File: src/rtl/sdp_one_clk_ram.sv
// rtl/sdp_one_clk_ram.sv - single-clock simple dual-port RAM, registered read, optional 2nd output stage (SDP_OUT_REG_EN)
module sdp_one_clk_ram #(
  parameter int    AW                    = 4,
  parameter int    DW                    = 4,
  parameter string RW_ADDR_COLLISION_VAL = "yes"
) (
  input  logic          clk,
  input  logic          rst_n,
  input  logic          wen,
  input  logic [AW-1:0] waddr,
  input  logic [DW-1:0] din,
  input  logic          ren,
  input  logic [AW-1:0] raddr,
  output logic [DW-1:0] dout
);

  localparam int DEPTH       = 1 << AW;
  localparam bit WRITE_FIRST = (RW_ADDR_COLLISION_VAL == "yes");

  // Only "yes" and "no" describe a defined read-during-write behaviour.
  generate
    if (RW_ADDR_COLLISION_VAL != "yes" && RW_ADDR_COLLISION_VAL != "no") begin : g_cfg_err
      $error("sdp_one_clk_ram: RW_ADDR_COLLISION_VAL must be \"yes\" or \"no\"");
    end
  endgenerate

  logic [DW-1:0] mem [0:DEPTH-1];
  logic [DW-1:0] rd_data_d, rd_data_q;
  logic          collide;

  // Storage has no reset so contents survive rst_n; writes are blocked while rst_n is low.
  always_ff @(posedge clk) begin
    if (rst_n && wen) begin
      mem[waddr] <= din;
    end
  end

  // First read stage: hold when ren=0, bypass din on a collision in write-first mode.
  always_comb begin
    rd_data_d = rd_data_q;
    collide   = wen && ren && (waddr == raddr);
    if (ren) begin
      if (WRITE_FIRST && collide) begin
        rd_data_d = din;
      end else begin
        rd_data_d = mem[raddr];
      end
    end
  end

  // First read stage register, cleared asynchronously.
  always_ff @(posedge clk or negedge rst_n) begin
    if (!rst_n) begin
      rd_data_q <= '0;
    end else begin
      rd_data_q <= rd_data_d;
    end
  end

`ifdef SDP_OUT_REG_EN
  logic          ren_dly_d, ren_dly_q;
  logic [DW-1:0] out_data_d, out_data_q;

  // Second stage follows the first one cycle behind, advancing only after a read.
  always_comb begin
    ren_dly_d  = ren;
    out_data_d = out_data_q;
    if (ren_dly_q) begin
      out_data_d = rd_data_q;
    end
  end

  // Second stage registers, cleared asynchronously.
  always_ff @(posedge clk or negedge rst_n) begin
    if (!rst_n) begin
      ren_dly_q  <= 1'b0;
      out_data_q <= '0;
    end else begin
      ren_dly_q  <= ren_dly_d;
      out_data_q <= out_data_d;
    end
  end

  assign dout = out_data_q;
`else
  assign dout = rd_data_q;
`endif

endmodule

File: config.mk
export PLATFORM = sky130hd
export DESIGN_NAME = sdp_one_clk_ram
export DESIGN_NICKNAME = d
export VERILOG_FILES = /design/src/rtl/sdp_one_clk_ram.sv
export SDC_FILE = /design/constraint.sdc
export NUM_CORES = 1
export LEC_CHECK = 0
export ABC_AREA = 1
export BUFFER_PORTS_ARGS = -buffer_cell sky130_fd_sc_hd__buf_4
export CELL_PAD_IN_SITES_DETAIL_PLACEMENT = 1
export CELL_PAD_IN_SITES_GLOBAL_PLACEMENT = 2
export CORE_MARGIN = 2
export CORE_UTILIZATION = 35
export DETAILED_ROUTE_END_ITERATION = 8
export HOLD_SLACK_MARGIN = 0.12
export PLACE_DENSITY_LB_ADDON = 0.05
export SLEW_MARGIN = 0
export SYNTH_ARGS = -nofsm -noshare
export SYNTH_HDL_FRONTEND = slang
export SYNTH_SLANG_ARGS = --single-unit
File: constraint.sdc
create_clock -name clk -period 0.83 [get_ports clk]
set_input_delay 0.0415 -clock clk [delete_from_list [all_inputs] [get_ports clk]]
set_output_delay 0.0415 -clock clk [all_outputs]
set_load 0.01 [all_outputs]
==> results.ini, run 1 <==
[run_status]
status=finished with violations
violations=setup timing

[global_routing]
grt_pass1_vias=2468
busiest_layer=met2
grt_pass1_wl_um=13490
met3_usage_pct=2.434
grt-ovfl-total=0
grt_antenna_before_repair=0
use_met2_pct=29.29
track_usage_pct=18.82
grt_max_degree=20
use_met1_pct=26.68

[finish]
num_antenna_cells=0
seq_area_um2=2022
utilization_pct=47.22
final_nets=387
final_area_um2=4078
multi_input_area_um2=1008
stdcell_count=484
drive_gt1_share_pct=33.51
fillers=979
syn_to_final_growth_pct=31.57

[setup_path]
critPathSlowestCell=edfxtp_1
crit_start=mem[4][0]
path_class=reg2reg
r2r_start=mem[4][0]
end_kind=register
start_kind=register
path_max_fanout=1
cpMostUsedCell=nand2_1
worst_ep_required_time_ps=1070
cp.arrival_ps=1300
slowest_delay_ps=400
reg2reg_slack_ps=-230
path_cells=nand2_1 > nand2_1 > nand2_1 > nand3_2 > nand3_2 > nand3_2 > nand2_1 > nand2_1

[yosys]
ys_warn_count=0
async_flop_share_pct=5.882
ys_ff_latch=68
synthesis.nets=335
synth_top_area_share_pct=62.01
synth.area.top_cells=edfxtp_1 62%, nand2_1 14%, nand3_1 7.6%
post-synth-top-count-cell=nand2_1
synth_simple_gate_area_share_pct=25.35
synthFlopType=edfxtp_1
synth_common_cells=119 x nand2_1, 64 x edfxtp_1, 47 x nand3_1
synth_top_family_by_area=simple AND/OR/NAND/NOR gates
synth_top_area_cell=edfxtp_1
postSynthCellCount=319
muxShareOfSynthArea_pct=0
synthAdderAreaFrac_pct=0
synth-edff-count=64
synth_cell_types=18
synth_compound_area_share_pct=0.9689
syn-cell-area_um2=3099
synth.avg_cell_area_um2=9.715
ys_seq_area_share_pct=65.24
synth-xor-area-share_pct=0

[floorplanning]
ios=20
core_um2=8636
die_w_um=98.10
dieArea_um2=9624
initial_core_util_pct=35.89
num_rows=34
die_y_um=98.10

[detailed_routing]
avgRoutedWirePerCell_um=17.07
drc_errors=0
vias=2315
drt_first_iter_violations=87
postRouteAntennaNets=0
firstDrtPassIters=4
viasPerCell=4.783
routed_wl_um=8264

[power]
p_leak_nw=1.774
peakVddDrop_uv=998.7
switchingPower_mw=1.888
combPwrFrac_pct=10.7
power_frac_seq_pct=47.5
p_sw_share_pct=23.38
clock_power_share_pct=41.8
powerDensity_nw_per_um2=1981
internal_power_mw=6.190

[placed_design]
port_buffers=19
globalplace.congestion=0.7697
post-place-cells=465
dp_hpwl_um=5901
dpl_cell_area_um2=3620

[clocking]
hold_buffers=2
cts.htree.levels=3
clk_latency_ps=340
clock-root-buffer=clkbuf_8
clock_sinks=68
cts_tree=built
clk_pin_slew_ps=80
max-clock-path-buffers=2
cts_inserted_buffers=9

[timing]
fin_skew_ps=10.50
min_period_ps=1058
finalWorstSetupSlack_ps=-227.6
fmax_mhz=945.5
worst_pin_slew_ps=301.6
relSlewSlack_pct=79.83
final-hold-violation-count=0
finalSetupTns_ps=-1176
slew_viol_final=0
post-route-period-util_pct=127.4
setup_violations=8
rsz0062_at_grt=yes

[min_path]
hp-class=in2reg
min_from=din[1]

[flow_run]
maxCapViolCount=0

[final timing paths]
path                             end  depth (start not counted)
min in group asynchronous    dout[1]                          4
hold reg to reg              dout[0]                          2
max in group asynchronous    dout[2]                          4
setup / recovery             dout[0]                          8
hold / removal             mem[5][1]                          1
setup reg to reg             dout[0]                          8
[sequential cells by signal (all words and copies together), names as in the netlist]
register,flops
dout,4
mem,64
[what timing repair did]
action                                  in CTS  in global routing
hold endpoints to repair                    68                 64
endpoints found under the setup margin       8                 21
pin swaps                                   30                 10
resized for setup                           24                 22
buffers inserted                             0                  1
[per-stage QoR]
stage | power, mW | worst slack, ps | hold WS (ps)
final | 8.078 | -227.6 | 71.39
after global routing | 8.385 | -326.8 | 67.99
after CTS | 8.111 | -233.7 | 67.95
after detailed placement | 4.679 | -337.7 | -62.81
after global placement | 4.673 | -308.8 | -61.09
after floorplan | 4.273 | -68.21 | -254.1
[layer usage]
metal  wire length, um  vias to the layer above  share of wire (%)
met5                 0                        -                  0
met4               211                        0                2.6
li1                  -                     1132                  -
met2              3856                       37                 47
met1              3976                     1131                 48
met3               220                       15                2.7
[kinds of logic (layout without fill, tap and decap cells)]
kind of cell | after synthesis | after routing
AOI/OAI and AO/OA | 6 | 6
and+or+nand+nor | 189 | 189
DFF | 68 | 68
buffers and inverters | 56 | 113
[worst max-delay path: cells and delay by family, from the launching register on]
kind             cells  cell delay (ps)
flip-flops           1              400
AND/OR/NAND/NOR      8              560
[power by group through the flow]
stage	clock network [mW]	registers, mW	logic [mW]
2_1_floorplan	0	3.92	0.352
3_3_place_gp	0	3.91	0.765
3_5_place_dp	0	3.91	0.770
4_1_cts	3.44	3.84	0.835
5_1_grt	3.59	3.84	0.955
6_report	3.38	3.84	0.862
[cell usage in the layout (no fill, tap or decap), types with 5 or more instances in the layout]
| cell type | count |
|---|---|
| buf_12 | 6 |
| nor2_1 | 8 |
| nand3_2 | 29 |
| clkbuf_8 | 9 |
| o21ai_1 | 5 |
| buf_4 | 40 |
| inv_1 | 38 |
| nand2_2 | 13 |
| nand2_1 | 108 |
| nor2_2 | 11 |
| edfxtp_1 | 64 |
| nand3_1 | 19 |
[layout make-up]
type                    instances  share of cell area, %
inverters                      45                  4.388
multi-input cells             195                  24.73
clock inverters                 7                  3.038
repair buffers                 52                  11.91
well taps                     108                  3.314
flip-flops and latches         68                  49.59
clock buffers                   9                  3.038
Power figures use the tool's default switching activity.
==> run 2: changes to the inputs <==
CORE_MARGIN = unset   (was 2)
==> results.ini, run 2 (synthesized netlist as in run 1, its figures left out) <==
[flow_run]
maxCapViolCount=0  ; unchanged

[clocking]
cts_inserted_buffers=9  ; unchanged
clock-root-buffer=clkbuf_8
clk_pin_slew_ps=80  ; about the same
cts_tree=built
max-clock-path-buffers=2  ; unchanged
cts.htree.levels=3  ; unchanged
clk_latency_ps=340  ; about the same
clock_sinks=68  ; unchanged
hold_buffers=3  ; +1

[global_routing]
track_usage_pct=19.59  ; +0.77 points
grt_pass1_vias=2354  ; -4.6%
grt_pass1_wl_um=12460  ; -7.6%
grt_max_degree=25  ; +25%
grt_antenna_before_repair=0  ; unchanged
grt-ovfl-total=0  ; unchanged

[detailed_routing]
routed_wl_um=8087  ; -2.1%
firstDrtPassIters=4  ; unchanged
viasPerCell=4.669  ; -2.4%
m1WireLength_um=3838  ; -3.5%
drc_errors=0  ; unchanged
drt_first_iter_violations=67  ; -23%
highest_layer=met4
wl_met3_um=135  ; -39%
wl_met2_um=3975  ; +3.1%
postRouteAntennaNets=0  ; unchanged
avgRoutedWirePerCell_um=16.85  ; -1.3%
vias=2241  ; -3.2%

[setup_path]
endpoint=dout[3]
r2r_start=mem[14][3]
path_max_fanout=1  ; unchanged
reg2reg_depth=8  ; unchanged
path_cells=nand2_1 > nand2_1 > nand2_1 > nand3_2 > nand3_2 > nand3_2 > nand2_2 > nand2_1
worstReg2RegEnd=dout[3]
reg2reg_slack_ps=-250  ; -20 ps
crit_start=mem[14][3]
cp.arrival_ps=1320  ; +20 ps
slowest_delay_ps=380  ; -20 ps
cpMostUsedCell=nand2_1
critPathSlowestCell=edfxtp_1
start_kind=register
end_kind=register
path_class=reg2reg
worst_ep_required_time_ps=1070  ; about the same

[floorplanning]
die_y_um=96.10  ; -2.0%
ios=20  ; unchanged
core_um2=8382  ; -2.9%
dieArea_um2=9235  ; -4.0%
initial_core_util_pct=36.98  ; +1.1 points
die_w_um=96.10  ; -2.0%
num_rows=33  ; -2.9%

[finish]
largest_reg_flops=64  ; unchanged
utilization_pct=47.86  ; +0.64 points
stdcell_count=480  ; -0.83%
mostFrequentLayoutCell=nand2_1
num_antenna_cells=0  ; unchanged
multi_input_area_um2=1033  ; +2.5%
final_cell_mix=112 x nand2_1, 64 x edfxtp_1, 42 x buf_4, 41 x inv_1, 35 x nand3_2
seq_area_um2=2022  ; unchanged
syn_to_final_growth_pct=29.43
drive_gt1_share_pct=32.53  ; -0.98 points
final_area_um2=4011  ; -1.6%
regMostFlops=mem
fillers=929  ; -5.1%
final_nets=386  ; -0.26%

[timing]
rsz0062_at_grt=yes
final-hold-violation-count=0  ; unchanged
fin_skew_ps=8.653  ; -1.845 ps
relSlewSlack_pct=78.03  ; -1.8 points
fmax_mhz=926.9  ; -2.0%
worst_pin_slew_ps=328.8  ; +27.14 ps
setup_violations=8  ; unchanged
finalWorstSetupSlack_ps=-248.9  ; -21.26 ps
slew_viol_final=0  ; unchanged
post-route-period-util_pct=130.0  ; +2.6 points
min_period_ps=1079  ; +21.26 ps

[placed_design]
post-place-ws_ps=-334.8  ; +2.990 ps
globalplace.congestion=0.7746  ; +0.64%
post-place-cells=460  ; -1.1%
port_buffers=19  ; unchanged
dp_hpwl_um=5558  ; -5.8%
dpl_cell_area_um2=3551  ; -1.9%

[power]
p_leak_nw=1.745  ; -1.6%
powerDensity_nw_per_um2=1912  ; -3.5%
peakVddDrop_uv=902.2  ; -9.7%

[min_path]
hold_depth=1  ; unchanged
hp-class=in2reg

[run_status]
status=finished with violations
violations=setup timing

## run 2: changes by cell type in the layout (fill, tap and decap cells not counted), moves of 2 or more
cell,change
nand2_1,+4
inv_1,+3
nand2_2,-4
buf_4,+2
inv_2,-3
nand3_2,+6
clkinv_4,-2
buf_12,-4
nand3_1,-6
clkinvlp_4,+2
## run 2: metrics by stage
stage	TNS [ps]	hold WS (ps)	power (mW)
after floorplan	-979.3	-254.1	4.273
after global placement	-17290	-50.48	4.631
after detailed placement	-18180	-49.61	4.639
after CTS	-1209	67.56	7.686
after global routing	-1682	70.40	7.940
final	-1138	69.79	7.671
## run 2: worst min-delay path by stage
stage / slack (ps) / start / to
2_1_floorplan: -250 / rst_n / dout[0]
3_3_place_gp: -50 / rst_n / dout[0]
3_5_place_dp: -50 / rst_n / dout[0]
4_1_cts: 70 / din[0] / mem[4][0]
5_1_grt: 70 / din[2] / mem[14][2]
6_report: 70 / din[1] / mem[11][1]
## run 2: final cells by class
| class | count | area share, % |
|---|---|---|
| multi-input cells | 195 | 25.76 |
| clock buffers | 9 | 3.088 |
| clock inverters | 7 | 2.277 |
| well taps | 105 | 3.275 |
| flip-flops and latches | 68 | 50.41 |
| inverters | 45 | 4.460 |
| repair buffers | 51 | 10.73 |
## run 2: report_power, final
group / leakage, nW / internal (mW) / switching, mW / total (mW)
registers: 0.626 / 3.81 / 0.0274 / 3.84
clock network: 0.0989 / 1.67 / 1.31 / 2.99
logic: 1.02 / 0.342 / 0.504 / 0.846
## run 2: layer usage
metal | vias up | global-route usage [%]
li1 | 1130 | -
met1 | 1074 | 25.42
met2 | 27 | 32.57
met3 | 10 | 2.686
met4 | 0 | 8.706
met5 | - | 0
## run 2: worst max-delay path, delay by kind of cell, from the launching register on
| kind | cells | cell delay, ps |
|---|---|---|
| flip-flops | 1 | 380 |
| AND/OR/NAND/NOR | 8 | 580 |
## run 2: repair_timing
item / 4_1_cts / 5_1_grt
gates cloned: 0 / 0
buffers inserted: 0 / 1
pin swaps: 30 / 14
endpoints found under the hold margin: 72 / 64
resized for setup: 30 / 16
setup endpoints to repair: 8 / 24
==> run 3: changes to the inputs <==
CORE_MARGIN = 4   (was unset)
==> results.ini, run 3 (synthesized netlist as in run 1, its figures left out) <==
[setup_path]
reg2reg_slack_ps=-220  ; +30 ps
cp.arrival_ps=1290  ; -30 ps
end_kind=register
cpMostUsedCell=nand2_1
cp_num_buf_inv=0  ; unchanged
reg2reg_depth=8  ; unchanged
path_max_fanout=1  ; unchanged
slowest_delay_ps=380  ; about the same
path_cells=nand2_1 > nand2_1 > nand2_1 > nand3_2 > nand3_2 > nand3_2 > nand2_1 > nand2_1
critPathSlowestCell=edfxtp_1
r2r_start=mem[14][3]
start_kind=register
cp_top_family=simple AND/OR/NAND/NOR gates
path_class=reg2reg
worstReg2RegEnd=dout[3]
worst_ep_required_time_ps=1070  ; about the same

[floorplanning]
die_w_um=102.1  ; +6.2%
num_rows=34  ; +3.0%
die_y_um=102.1  ; +6.2%
core_um2=8678  ; +3.5%
ios=20  ; unchanged
dieArea_um2=10420  ; +13%
initial_core_util_pct=35.71  ; -1.3 points

[run_status]
violations=setup timing
status=finished with violations

[detailed_routing]
routed_wl_um=8042  ; -0.56%
vias=2234  ; -0.31%
postRouteAntennaNets=0  ; unchanged
firstDrtPassIters=4  ; unchanged
avgRoutedWirePerCell_um=16.72  ; -0.76%
drc_errors=0  ; unchanged
viasPerCell=4.644  ; -0.52%
drt_first_iter_violations=80  ; +19%

[placed_design]
dp_hpwl_um=5687  ; +2.3%
post-place-ws_ps=-366.4  ; -31.67 ps
port_buffers=19  ; unchanged
globalplace.congestion=0.7731  ; -0.19%

[flow_run]
maxCapViolCount=0  ; unchanged

[clocking]
clk_latency_ps=340  ; about the same
cts.htree.levels=3  ; unchanged
cts_inserted_buffers=9  ; unchanged
clock-root-buffer=clkbuf_8
cts_tree=built
hold_buffers=2  ; -1
clock_sinks=68  ; unchanged
clk_pin_slew_ps=80  ; about the same
max-clock-path-buffers=2  ; unchanged

[timing]
setup_violations=8  ; unchanged
fmax_mhz=950.3  ; +2.5%
relSlewSlack_pct=74.81  ; -3.2 points
slew_viol_final=0  ; unchanged
fin_skew_ps=9.519  ; +0.8668 ps
post-route-period-util_pct=126.8  ; -3.2 points
rsz0062_at_grt=yes
min_period_ps=1052  ; -26.53 ps
worst_pin_slew_ps=376.9  ; +48.14 ps
final-hold-violation-count=0  ; unchanged
finalWorstSetupSlack_ps=-222.3  ; +26.53 ps
hold_slack_ps=76.70  ; +6.904 ps

[global_routing]
grt_pass1_wl_um=12710  ; +2.0%
grt_max_degree=28  ; +12%
grt-ovfl-total=0  ; unchanged
grt_pass1_vias=2361  ; +0.30%
track_usage_pct=17.03  ; -2.6 points
grt_antenna_before_repair=0  ; unchanged

[finish]
mostFrequentLayoutCell=nand2_1
fillers=987  ; +6.2%
final_cell_mix=114 x nand2_1, 64 x edfxtp_1, 41 x inv_1, 38 x buf_4, 32 x nand3_2
num_antenna_cells=0  ; unchanged
largest_reg_flops=64  ; unchanged
final_nets=384  ; -0.52%
regMostFlops=mem
syn_to_final_growth_pct=28.95
drive_gt1_share_pct=31.10  ; -1.4 points

[power]
p_leak_nw=1.736  ; -0.50%
powerDensity_nw_per_um2=1835  ; -4.0%
peakVddDrop_uv=878.6  ; -2.6%

[min_path]
hold_depth=1  ; unchanged
hp-class=in2reg
holdPathEnd=mem[3][1]
min_from=din[1]

==> run 3: cell count changes in the layout (fill, tap and decap cells not counted), moves of 2 or more <==
cell	delta
nand3_1	+3
nand2_1	+2
nand3_2	-3
nand2_2	-2
buf_12	+3
buf_4	-4
==> run 3: layer usage <==
layer | track usage (%) | wire length (um) | vias up
li1 | - | - | 1125
met1 | 22.61 | 3757 | 1075
met2 | 28.14 | 3997 | 27
met3 | 3.618 | 215 | 7
met4 | 5.146 | 72 | 0
met5 | 0 | 0 | -
==> run 3: cell type report <==
cell class	count	area, um^2	share of cell area, %
clock buffers	9	123.9	3.100
clock inverters	7	67.56	1.691
multi-input cells	195	1018	25.49
well taps	108	135.1	3.381
repair buffers	49	450.4	11.27
flip-flops and latches	68	2022	50.59
inverters	45	178.9	4.477
==> run 3: metrics by stage <==
step | setup TNS, ps | std cells | power, mW | util, % | instance area [um^2]
5_1_grt | -1608 | 481 | 7.691 | 46.05 | 3996
3_5_place_dp | -17490 | 461 | 4.659 | 41.22 | 3577
6_report | -1116 | 481 | 7.335 | 46.05 | 3996
3_3_place_gp | -16690 | 461 | 4.655 | 41.22 | 3577
4_1_cts | -1280 | 479 | 7.372 | 45.01 | 3906
2_1_floorplan | -979.3 | 319 | 4.273 | - | 3139
==> run 3: how the worst max path moves through the flow <==
stage	startpoint	endpoint	slack (ps)	depth (start not counted)
6_report	mem[14][3]	dout[3]	-220	8
4_1_cts	mem[14][3]	dout[3]	-240	8
3_5_place_dp	raddr[0]	dout[0]	-370	10
2_1_floorplan	mem[8][0]	dout[0]	-70	8
3_3_place_gp	raddr[0]	dout[0]	-330	10
5_1_grt	mem[10][3]	dout[3]	-300	8
==> run 3: worst register-to-register path: stages, from the launching register on <==
cell	delay (ps)
edfxtp_1	380
nand2_1	90
nand2_1	60
nand2_1	70
nand3_2	80
nand3_2	90
nand3_2	70
nand2_1	70
nand2_1	50
==> run 3: repair_timing <==
item	CTS	global route
endpoints found under the hold margin	72	64
setup endpoints to repair	8	21
pin swaps	25	21
gates resized for setup	25	17
setup buffers	0	2
==> run 3: power breakdown <==
group	internal [mW]	leakage, nW	switching (mW)	total (mW)
registers	3.81	0.626	0.0282	3.84
logic	0.356	1.02	0.493	0.849
clock network	1.37	0.0926	1.28	2.65
